## config.mk

```make
export PLATFORM = sky130hd
export DESIGN_NAME = hilo_acc_file
export DESIGN_NICKNAME = d
export VERILOG_FILES = /design/src/rtl/hilo_pkg.sv /design/src/rtl/hilo_mac_engine.sv /design/src/rtl/hilo_acc_file.sv
export SDC_FILE = /design/constraint.sdc
export NUM_CORES = 2
export LEC_CHECK = 0
export CAP_MARGIN = 20
export CORE_MARGIN = 2
export CORE_UTILIZATION = 55
export CTS_CLUSTER_DIAMETER = 150
export DETAILED_ROUTE_END_ITERATION = 8
export HOLD_SLACK_MARGIN = 0.05
export PLACE_DENSITY = 0.73
export SYNTH_ARGS = -nofsm -noshare
export SYNTH_HDL_FRONTEND = slang
export SYNTH_SLANG_ARGS = --single-unit
```

## constraint.sdc

```tcl
create_clock -name clk -period 29.1 [get_ports clk]
set_input_delay 7.275 -clock clk [delete_from_list [all_inputs] [get_ports clk]]
set_output_delay 7.275 -clock clk [all_outputs]
set_load 0.01 [all_outputs]
```

## src/rtl/hilo_pkg.sv

```systemverilog
// Shared types and constants for the HI/LO accumulator file.
// Holds the MAC FSM state encoding, the mac_op encodings and the
// default geometry of the file.
package hilo_pkg;

    // MAC engine sequencing: accept, multiply, accumulate-and-commit.
    typedef enum logic [1:0] {
        IDLE = 2'd0,
        MUL  = 2'd1,
        ADD  = 2'd2
    } mac_state_t;

    // mac_op encodings.
    localparam logic MAC_ADD = 1'b0;
    localparam logic MAC_SUB = 1'b1;

    // Default geometry: 32-bit halves, four accumulator pairs.
    localparam int DEF_WIDTH   = 32;
    localparam int DEF_NUM_ACC = 4;

endpackage

```

## src/rtl/hilo_mac_engine.sv

```systemverilog
// Two-cycle multiply-accumulate engine for MADD/MSUB-class instructions.
// IDLE latches the request, MUL registers the 2*WIDTH product, and ADD
// combines it with the target accumulator value supplied by the file
// and raises the commit for one cycle. While 'hold' is high the engine
// waits in MUL, so a write to its target lands before the accumulate.
module hilo_mac_engine
    import hilo_pkg::*;
#(
    parameter int WIDTH = DEF_WIDTH,
    parameter int AW    = 2
) (
    input  logic               clk,
    input  logic               rst,
    input  logic               mac_valid,
    output logic               mac_ready,
    input  logic               mac_op,
    input  logic               mac_signed,
    input  logic [AW-1:0]      mac_acc,
    input  logic [WIDTH-1:0]   mac_a,
    input  logic [WIDTH-1:0]   mac_b,
    input  logic               hold,
    input  logic [2*WIDTH-1:0] acc_val,
    output logic               busy,
    output logic [AW-1:0]      busy_acc,
    output logic               commit_en,
    output logic [2*WIDTH-1:0] commit_val,
    output logic               mac_done
);

    mac_state_t         state;
    logic               op_q;
    logic               signed_q;
    logic [AW-1:0]      acc_q;
    logic [WIDTH-1:0]   a_q;
    logic [WIDTH-1:0]   b_q;
    logic [2*WIDTH-1:0] prod_q;
    logic [2*WIDTH-1:0] ext_a;
    logic [2*WIDTH-1:0] ext_b;

    // Extend the operands to 2*WIDTH so one truncated multiply serves
    // both the signed and the unsigned product.
    assign ext_a = signed_q ? {{WIDTH{a_q[WIDTH-1]}}, a_q} : {{WIDTH{1'b0}}, a_q};
    assign ext_b = signed_q ? {{WIDTH{b_q[WIDTH-1]}}, b_q} : {{WIDTH{1'b0}}, b_q};

    // Sequencer with registered handshake outputs; mac_done marks the ADD cycle.
    always_ff @(posedge clk) begin
        // NOTE: state is updated with non-blocking assignments so every
        // register samples the pre-edge value of every other register.
        if (!rst) begin
            state     <= IDLE;
            mac_ready <= 1'b1;
            mac_done  <= 1'b0;
            op_q      <= MAC_ADD;
            signed_q  <= 1'b0;
            acc_q     <= '0;
            a_q       <= '0;
            b_q       <= '0;
            prod_q    <= '0;
        end else begin
            case (state)
                IDLE: begin
                    if (mac_valid) begin
                        op_q      <= mac_op;
                        signed_q  <= mac_signed;
                        acc_q     <= mac_acc;
                        a_q       <= mac_a;
                        b_q       <= mac_b;
                        mac_ready <= 1'b0;
                        state     <= MUL;
                    end
                end
                MUL: begin
                    prod_q <= ext_a * ext_b;
                    if (!hold) begin
                        mac_done <= 1'b1;
                        state    <= ADD;
                    end
                end
                ADD: begin
                    mac_done  <= 1'b0;
                    mac_ready <= 1'b1;
                    state     <= IDLE;
                end
                default: begin
                    mac_done  <= 1'b0;
                    mac_ready <= 1'b1;
                    state     <= IDLE;
                end
            endcase
        end
    end

    assign busy       = ~mac_ready;
    assign busy_acc   = acc_q;
    assign commit_en  = mac_done;
    assign commit_val = (op_q == MAC_SUB) ? (acc_val - prod_q) : (acc_val + prod_q);

endmodule

```

## src/rtl/hilo_acc_file.sv

```systemverilog
// HI/LO accumulator file: NUM_ACC pairs of WIDTH-bit HI/LO registers
// with an EX read port, WB write port and a MADD/MSUB engine.
// Build option: define HILO_FWD_EN to forward MEM/WB writes into the
// read port and the accumulate operand; without it the file returns
// stored values and stalls EX (and the engine) on pending writes.
module hilo_acc_file
    import hilo_pkg::*;
#(
    parameter int WIDTH   = DEF_WIDTH,
    parameter int NUM_ACC = DEF_NUM_ACC,
    parameter int AW      = (NUM_ACC > 1) ? $clog2(NUM_ACC) : 1
) (
    input  logic             clk,
    input  logic             rst,
    input  logic [AW-1:0]    rd_acc,
    output logic [WIDTH-1:0] rd_hi,
    output logic [WIDTH-1:0] rd_lo,
    input  logic             mem_we_hi,
    input  logic             mem_we_lo,
    input  logic [AW-1:0]    mem_acc,
    input  logic [WIDTH-1:0] mem_hi,
    input  logic [WIDTH-1:0] mem_lo,
    input  logic             wb_we_hi,
    input  logic             wb_we_lo,
    input  logic [AW-1:0]    wb_acc,
    input  logic [WIDTH-1:0] wb_hi,
    input  logic [WIDTH-1:0] wb_lo,
    input  logic             mac_valid,
    output logic             mac_ready,
    input  logic             mac_op,
    input  logic             mac_signed,
    input  logic [AW-1:0]    mac_acc,
    input  logic [WIDTH-1:0] mac_a,
    input  logic [WIDTH-1:0] mac_b,
    output logic             mac_done,
    output logic             stall_req
);

    logic [WIDTH-1:0]   hi [NUM_ACC];
    logic [WIDTH-1:0]   lo [NUM_ACC];
    logic               busy;
    logic [AW-1:0]      busy_acc;
    logic               commit_en;
    logic [2*WIDTH-1:0] commit_val;
    logic [2*WIDTH-1:0] acc_val;
    logic               mac_hold;
    logic               busy_hit;

    hilo_mac_engine #(
        .WIDTH (WIDTH),
        .AW    (AW)
    ) u_mac (
        .clk        (clk),
        .rst        (rst),
        .mac_valid  (mac_valid),
        .mac_ready  (mac_ready),
        .mac_op     (mac_op),
        .mac_signed (mac_signed),
        .mac_acc    (mac_acc),
        .mac_a      (mac_a),
        .mac_b      (mac_b),
        .hold       (mac_hold),
        .acc_val    (acc_val),
        .busy       (busy),
        .busy_acc   (busy_acc),
        .commit_en  (commit_en),
        .commit_val (commit_val),
        .mac_done   (mac_done)
    );

    // Storage update: WB writes per half, then the MAC commit on both halves.
    always_ff @(posedge clk) begin
        // NOTE: the whole file is cleared on reset because the pipeline
        // reads HI/LO architecturally right after reset; this rules out
        // mapping it onto a RAM macro, which is fine at this size.
        if (!rst) begin
            for (int i = 0; i < NUM_ACC; i++) begin
                hi[i] <= '0;
                lo[i] <= '0;
            end
        end else begin
            for (int i = 0; i < NUM_ACC; i++) begin
                if (wb_we_hi && wb_acc == AW'(i)) hi[i] <= wb_hi;
                if (wb_we_lo && wb_acc == AW'(i)) lo[i] <= wb_lo;
                // NOTE: the last non-blocking assignment in the block wins,
                // so the MAC commit overrides a same-cycle WB write here.
                if (commit_en && busy_acc == AW'(i)) begin
                    hi[i] <= commit_val[2*WIDTH-1:WIDTH];
                    lo[i] <= commit_val[WIDTH-1:0];
                end
            end
        end
    end

    // EX read port: MEM pending write beats WB write beats stored value.
    always_comb begin
        // NOTE: outputs get a full default first so no path infers a latch.
        rd_hi = hi[rd_acc];
        rd_lo = lo[rd_acc];
`ifdef HILO_FWD_EN
        if (wb_we_hi && wb_acc == rd_acc)   rd_hi = wb_hi;
        if (wb_we_lo && wb_acc == rd_acc)   rd_lo = wb_lo;
        if (mem_we_hi && mem_acc == rd_acc) rd_hi = mem_hi;
        if (mem_we_lo && mem_acc == rd_acc) rd_lo = mem_lo;
`endif
    end

    // Accumulate operand for the engine's target, WB-forwarded when enabled.
    always_comb begin
        acc_val = {hi[busy_acc], lo[busy_acc]};
`ifdef HILO_FWD_EN
        if (wb_we_hi && wb_acc == busy_acc) acc_val[2*WIDTH-1:WIDTH] = wb_hi;
        if (wb_we_lo && wb_acc == busy_acc) acc_val[WIDTH-1:0]       = wb_lo;
`endif
    end

    assign busy_hit = busy && (rd_acc == busy_acc);

`ifdef HILO_FWD_EN
    assign mac_hold  = 1'b0;
    assign stall_req = busy_hit;
`else
    // Without forwarding, hold the engine until a WB write to its target
    // has landed, and stall EX while its source has a pending write.
    assign mac_hold  = busy && (wb_we_hi || wb_we_lo) && (wb_acc == busy_acc);
    assign stall_req = busy_hit
                     || ((mem_we_hi || mem_we_lo) && (mem_acc == rd_acc))
                     || ((wb_we_hi || wb_we_lo) && (wb_acc == rd_acc));

    logic unused_mem_data;
    assign unused_mem_data = ^{mem_hi, mem_lo};
`endif

endmodule

```

Yosys cells after proc, flatten, opt, wreduce, memory -nomap -nowiden:

Memory sizes are Yosys's and may differ from the RTL's. A register that Yosys moved wholly into a read port is not among the register bits.
Cells that the tools add are included.
W data, S select, Z words.

* bits in registers: 136
* bits in latches: 0
* memory bits (writable): 256
* bits in read-only memories: 0
* memories kept: 2

* add/subtract/negate cells: 2
* multiply operators: 1
* div/mod/pow operators: 0
* magnitude comparators: 0
* equal/unequal tests: 13
* shift-type cells: 0
* multiplexer cells: 67
* bitwise gates (word level): 19
* reductions and logical operators: 28

Memories
* hi: words 4, width 32, rd ports 2, clocked after memory_dff 1, write ports 4, line hilo_acc_file.sv:39 `logic [WIDTH-1:0] hi [NUM_ACC];`
* lo: words 4, width 32, rd ports 2, clocked after memory_dff 1, write ports 4, line hilo_acc_file.sv:40 `logic [WIDTH-1:0] lo [NUM_ACC];`

Operator list (number)
* $mux W32: 16
* $mux W64: 3
* $add A64 B64 Y64: 1
* $mul A64 B64 Y64: 1
* $sub A64 B64 Y64: 1
* $mux W1: 39
* $logic_and A1 B1 Y1: 17
* $or A1 B1 Y1: 16
* $mux W2: 6
* $eq A2 B2 Y1: 4
* $eq A2 B2 Y1 const B: 4
* $reduce_and A2 Y1: 4
* $eq A2 B1 Y1 const B: 3
* $logic_not A2 Y1: 3
* $logic_or A1 B1 Y1: 4
* $ne A2 B2 Y1 const B: 2
* $pmux W1 S2: 2
* $pmux W2 S2: 1
* $not A1 Y1: 3

Longest topological paths before layout:

* depth in word-level cells: 7
* depth in mapped cells: 36

Modules after synthesis:

From an unflattened synthesis, not the netlist that was laid out.

* cell total of the unflattened synthesis: 7703
* area total of the unflattened synthesis: 72370.7 um^2

By module, submodules not included
* hilo_mac_engine: times used 1, cells an instance 6388, area an instance 57620.3 um^2, sequential area each 2722.6 um^2
* hilo_acc_file: times used 1, cells an instance 1315, area an instance 14750.4 um^2, sequential area each 7687.4 um^2

Worst setup path before layout:

Ideal clock, no wire load.

* path type: input-to-output
* start: input rd_acc[0]
* end: output rd_hi[0]
* arrival: 9018 ps
* required time: 21825 ps
* setup slack: 12807 ps
* stages: 4
* path buffers: 3
* path through: clkbuf_1 buf_1 buf_1 mux4_2

* cells in the longest elaborated chain, start to end: 1

Ends and longest elaborated chain
* start: declaration: line hilo_acc_file.sv:15 `input logic [AW-1:0] rd_acc,`
* $mem_v2 Z4 W32
* end: declaration: line hilo_acc_file.sv:16 `output logic [WIDTH-1:0] rd_hi,`

Every way passes these cells.

Worst setup path in the final report:

* start: input rd_acc[0]
* end: output stall_req

* cells in the longest elaborated chain, start to end: 4
* elaborated cells between the ends (all ways): 8
* those cells by class: eq/ne: 3; reduce/logical: 5

Ends and longest elaborated chain
* $eq A2 B2 Y1 (on tied branches): line hilo_acc_file.sv:117, hilo_acc_file.sv:127
* $logic_and A1 B1 Y1 (on tied branches): line hilo_acc_file.sv:117, hilo_acc_file.sv:127
* $logic_or A1 B1 Y1: line hilo_acc_file.sv:127 `|| ((mem_we_hi || mem_we_lo) && (mem_acc == rd_acc))`
* $logic_or A1 B1 Y1 (*): line hilo_acc_file.sv:128 `|| ((wb_we_hi || wb_we_lo) && (wb_acc == rd_acc));`
* end: declaration: line hilo_acc_file.sv:36 `output logic stall_req`

Every way passes the cells marked *; elsewhere a longest branch is shown, timed or not.

==> flow_summary_export.csv <==
group,metric,value,unit
outcome,outcome,"completed",
placed_design,dp.cells,9018,
global_route,pin_count_of_the_biggest_net_entering_global_routing,105,
drt,drt_iter0_markers,4219,
global_route,globalRouteTotalUtil,0.311,
power,comb_power_share,0.544,
sta,worst_pin_slew,1110,ps
final_layout,final-seq-area,10500,um^2
sta,final.period_utilization,0.589,
drt,vias,52300,
clock_network,number_of_gates_resized_after_cts,0,
flow_run,maxCapViolations,0,
die,floorplan.die.width,365,um
global_route,grt.overflow.total,0,
setup_path,crit_start,"rd_acc[0]",
power,internal-power,1.66,mW
synth,syn-mean-instance-area,9.72,um^2
drt,post_drt_wl_per_cell,21.8,um
power,swShare,0.453,
global_route,global_route_wire_length_before_repair,315,mm
drt,drt_drc_violations_left,0,
setup_path,path_buf_inv,3,
setup_path,crit_fanout,38,
setup_path,cp_data_arrival_time,9850,ps
power,power.ir.vdd_worst,0.0000584,V
clock_network,clkSlewWorstSetupHoldPaths,50,ps
min_path,min-delay-path-class,"reg -> reg",
placed_design,post-dp-hpwl,153,mm
placed_design,finalWeightedCongestion,0.948,
setup_path,worst_r2r_path_depth,29,
die,die_area,133000,um^2
synth,synthesis.area,71600,um^2
clock_network,cts_sinks,394,
synth,ys_async_rst_share,0,
clock_network,clk_path_buf_depth,3,
final_layout,finish.cell_count_without_fillers,9113,
drt,total_iterations_of_the_first_detailed_routing_run,6,
drt,routed_via_density,5.74,
setup_path,critical_path_depth,8,
drt,wirelength,199,mm
sta,report.final.hold_viol_count,0,
global_route,antenna_found_initial,6,
clock_network,worst_skew_pair.late_latency,710,ps
synth,synth.net_count,9372,
sta,report.final.slew_viol_count,0,
synth,synth-seq-cells,394,
setup_path,timing.critical_path.slowest_cell_delay,770,ps
setup_path,critical_path.top_delay_family,"buffers and inverters",
die,die_height,365,um
final_layout,area_grow_syn2layout,7.62,%
sta,max_freq,58.4,MHz
synth,post_synth_num_cell_types,90,
final_layout,fill_cells,10900,
sta,layout_min_cycle_time,17130,ps
setup_path,critical_path.endpoint_type,"output pin",
power,power_density,39.3,nW/um^2
clock_network,cts_hold_buf,0,
setup_path,timing.reg2reg.setup_slack,17970,ps
setup_path,critical_path.endpoint,"stall_req",
clock_network,cts_made_buffers,49,
synth,ys.flop_type,"sky130_fd_sc_hd__edfxtp_1",
sta,unrepaired_setup_endpoints_after_global_routing,"no",
clock_network,cts_root_buf,"sky130_fd_sc_hd__clkbuf_16",
final_layout,drive_gt1_frac,0.0510,
final_layout,finish.net_count,9334,
clock_network,clock_tree.htree_level_count,2,
placed_design,port-buffer-count,211,
global_route,grt_pass1_vias,56800,
final_layout,multiInputGateArea,53900,um^2
setup_path,cp-start-kind,"primary input",
die,ios,276,
setup_path,worst-endpoint-required,21820,ps
clock_network,cts_setup_buffers,0,
synth,ys_top_cells_by_area,"sky130_fd_sc_hd__fa_1, sky130_fd_sc_hd__edfxtp_1, sky130_fd_sc_hd__inv_1",
synth,number_of_enable_flip_flop_cells_after_synthesis,256,
clock_network,tritoncts,"done",
die,initial_core_util,0.554,
synth,netlist.top_cell.by_area,"sky130_fd_sc_hd__fa_1",
synth,synth_cells,7368,
synth,sequential_share_of_the_synthesized_area,0.146,
sta,totalNegativeSetupSlack,0,ps
sta,finalClockSkew,89.0,ps
synth,yosys.area.top_type_share,0.396,
setup_path,ff_to_ff_start,"u_mac.a_q[31]",
synth,yosysWarningCount,0,
die,coreArea,129000,um^2
die,std_cell_rows,132,
sta,setup-violations-final,0,
power,p_seq_frac,0.224,
setup_path,crit_path_top_delay_cell,"sky130_fd_sc_hd__buf_4",
power,power.static_leakage,36.7,nW
setup_path,critical_path_class,"in -> out",
drt,drtAntennaViolNets,0,
power,pwr-share-clk,0.232,
setup_path,cp_cell_sequence,"buf_4 -> buf_4 -> xnor2_1 -> o21ai_0 -> o221ai_1 -> o21ai_0 -> o31ai_1 -> clkdlybuf4s50_1",
power,p_switching,1.37,mW
sta,worst_slew_margin_rel,0.262,
setup_path,regToRegEndpoint,"u_mac.prod_q[60]",
layout make-up:
type                       instances  share of cell area
clock buffer                      55              0.0167
inverter                        1565              0.0762
antenna                            1           0.0000325
sequential                       394               0.136
multi-input combinational       5010               0.699
clock inverter                    36             0.00698
timing repair buffer             310              0.0375
tap                             1742              0.0283
power by group through the flow:
stage / logic (mW) / clock network, mW / registers (mW)
floorplan: 1.14 / 0 / 0.675
global placement: 1.60 / 0 / 0.687
detailed placement: 1.62 / 0 / 0.690
CTS: 1.64 / 0.711 / 0.678
global route: 1.81 / 0.730 / 0.683
finish: 1.65 / 0.701 / 0.678
stage by stage:
stage          hold WS [ps]  total power [mW]  utilization  instance area [um^2]  setup WS (ps)
2_1_floorplan           462              1.82            -                 71600          12810
3_3_place_gp            451              2.29        0.582                 75200          11850
3_5_place_dp            459              2.31        0.582                 75200          11890
4_1_cts                 466              3.03        0.596                 77000          11890
5_1_grt                 503              3.23        0.596                 77100          11650
6_report                462              3.03        0.596                 77100          11970
worst register-to-register path: cells and delay by family (launching register included):
kind | cells | cell delay [ps]
simple gates | 2 | 1260
flops | 1 | 300
fa+ha+maj | 11 | 6220
compound gates | 10 | 2260
buf+inv | 6 | 1020
registers in the layout, summed over array words and instances (netlist names), named ones only:
signal,flops
u_mac.a_q,32
hi,128
lo,128
u_mac.commit_en,1
u_mac.op_q,1
u_mac.mac_ready,1
u_mac.prod_q,64
u_mac.state,2
u_mac.signed_q,1
u_mac.b_q,32
u_mac.busy_acc,2
layout by cell type, fill, tap and decap left out, types with 7 or more instances in the layout:
master                               n
sky130_fd_sc_hd__a211oi_1           14
sky130_fd_sc_hd__mux4_2            128
sky130_fd_sc_hd__fa_1             1416
sky130_fd_sc_hd__o21ai_1            16
sky130_fd_sc_hd__xnor2_1           193
sky130_fd_sc_hd__xor2_1             53
sky130_fd_sc_hd__nand2_1           924
sky130_fd_sc_hd__a21boi_0           86
sky130_fd_sc_hd__a21o_1             80
sky130_fd_sc_hd__edfxtp_1          256
sky130_fd_sc_hd__nor2b_1            13
sky130_fd_sc_hd__o211ai_1           18
sky130_fd_sc_hd__a31oi_1            28
sky130_fd_sc_hd__a22o_1            161
sky130_fd_sc_hd__nor4_1             10
sky130_fd_sc_hd__clkbuf_16          50
sky130_fd_sc_hd__buf_4              98
sky130_fd_sc_hd__a31o_2              9
sky130_fd_sc_hd__bufinv_16          10
sky130_fd_sc_hd__inv_1            1565
sky130_fd_sc_hd__o21bai_1           26
sky130_fd_sc_hd__dfxtp_1           128
sky130_fd_sc_hd__o21a_1             12
sky130_fd_sc_hd__ha_1              379
sky130_fd_sc_hd__nor2_1            125
sky130_fd_sc_hd__nor3_1             35
sky130_fd_sc_hd__and2_1            610
sky130_fd_sc_hd__dfxtp_2             9
sky130_fd_sc_hd__a21oi_1           199
sky130_fd_sc_hd__clkdlybuf4s50_1   208
sky130_fd_sc_hd__and3_1             64
sky130_fd_sc_hd__o21ai_0           160
sky130_fd_sc_hd__nand2b_1            7
sky130_fd_sc_hd__nand4_1            30
sky130_fd_sc_hd__or3_1              11
sky130_fd_sc_hd__nand3_1            77
cell families (layout without fill, tap and decap cells):
| logic type | Yosys count | in the layout | share of synthesized area |
|---|---|---|---|
| fa+ha+maj | 1797 | 1797 | 0.462 |
| compound gates | 875 | 875 | 0.0831 |
| simple gates | 1958 | 1958 | 0.134 |
| flops | 394 | 394 | 0.146 |
| buf+inv | 1964 | 1966 | 0.103 |
| mux | 133 | 133 | 0.0411 |
| xor+xnor | 247 | 247 | 0.0303 |
| other cells | 0 | 1 | 0 |
per-layer routing:
metal | track usage | routed length [um] | part of all wire | vias up
li1 | - | - | - | 22800
met1 | 0.380 | 73500 | 0.37 | 26900
met2 | 0.538 | 99800 | 0.50 | 2040
met3 | 0.0366 | 12800 | 0.064 | 586
met4 | 0.169 | 12900 | 0.065 | 0
met5 | 0 | 0 | 0 | -
Yosys cell counts, types with 12 or more instances:
cell and number:
sky130_fd_sc_hd__a21o_1 80, sky130_fd_sc_hd__o21ai_0 160, sky130_fd_sc_hd__mux4_2 128, sky130_fd_sc_hd__and2_1 614, sky130_fd_sc_hd__o21ai_1 16, sky130_fd_sc_hd__edfxtp_1 256, sky130_fd_sc_hd__nor2_1 128, sky130_fd_sc_hd__buf_1 32
sky130_fd_sc_hd__a21boi_0 86, sky130_fd_sc_hd__o211ai_1 18, sky130_fd_sc_hd__and3_1 64, sky130_fd_sc_hd__clkbuf_1 360, sky130_fd_sc_hd__a21oi_1 199, sky130_fd_sc_hd__nand2_1 925, sky130_fd_sc_hd__xor2_1 53, sky130_fd_sc_hd__dfxtp_1 138
sky130_fd_sc_hd__o21a_1 12, sky130_fd_sc_hd__a31oi_1 28, sky130_fd_sc_hd__nand4_1 30, sky130_fd_sc_hd__fa_1 1416, sky130_fd_sc_hd__a211oi_1 14, sky130_fd_sc_hd__nor2b_1 14, sky130_fd_sc_hd__inv_1 1565, sky130_fd_sc_hd__ha_1 379
sky130_fd_sc_hd__xnor2_1 193, sky130_fd_sc_hd__nor3_1 40, sky130_fd_sc_hd__o21bai_1 26, sky130_fd_sc_hd__a22o_1 161, sky130_fd_sc_hd__nand3_1 77
worst min path at each step:
stage	from	endpoint	slack, ps	cells past startpoint
3_5_place_dp	u_mac.a_q[30]	u_mac.a_q[30]	460	2
3_3_place_gp	u_mac.b_q[31]	u_mac.b_q[31]	450	2
6_report	u_mac.a_q[26]	u_mac.a_q[26]	460	2
5_1_grt	u_mac.b_q[11]	u_mac.b_q[11]	500	2
4_1_cts	u_mac.a_q[30]	u_mac.a_q[30]	470	2
2_1_floorplan	u_mac.state[1]	u_mac.commit_en	460	1
Power figures use the tool's default switching activity.
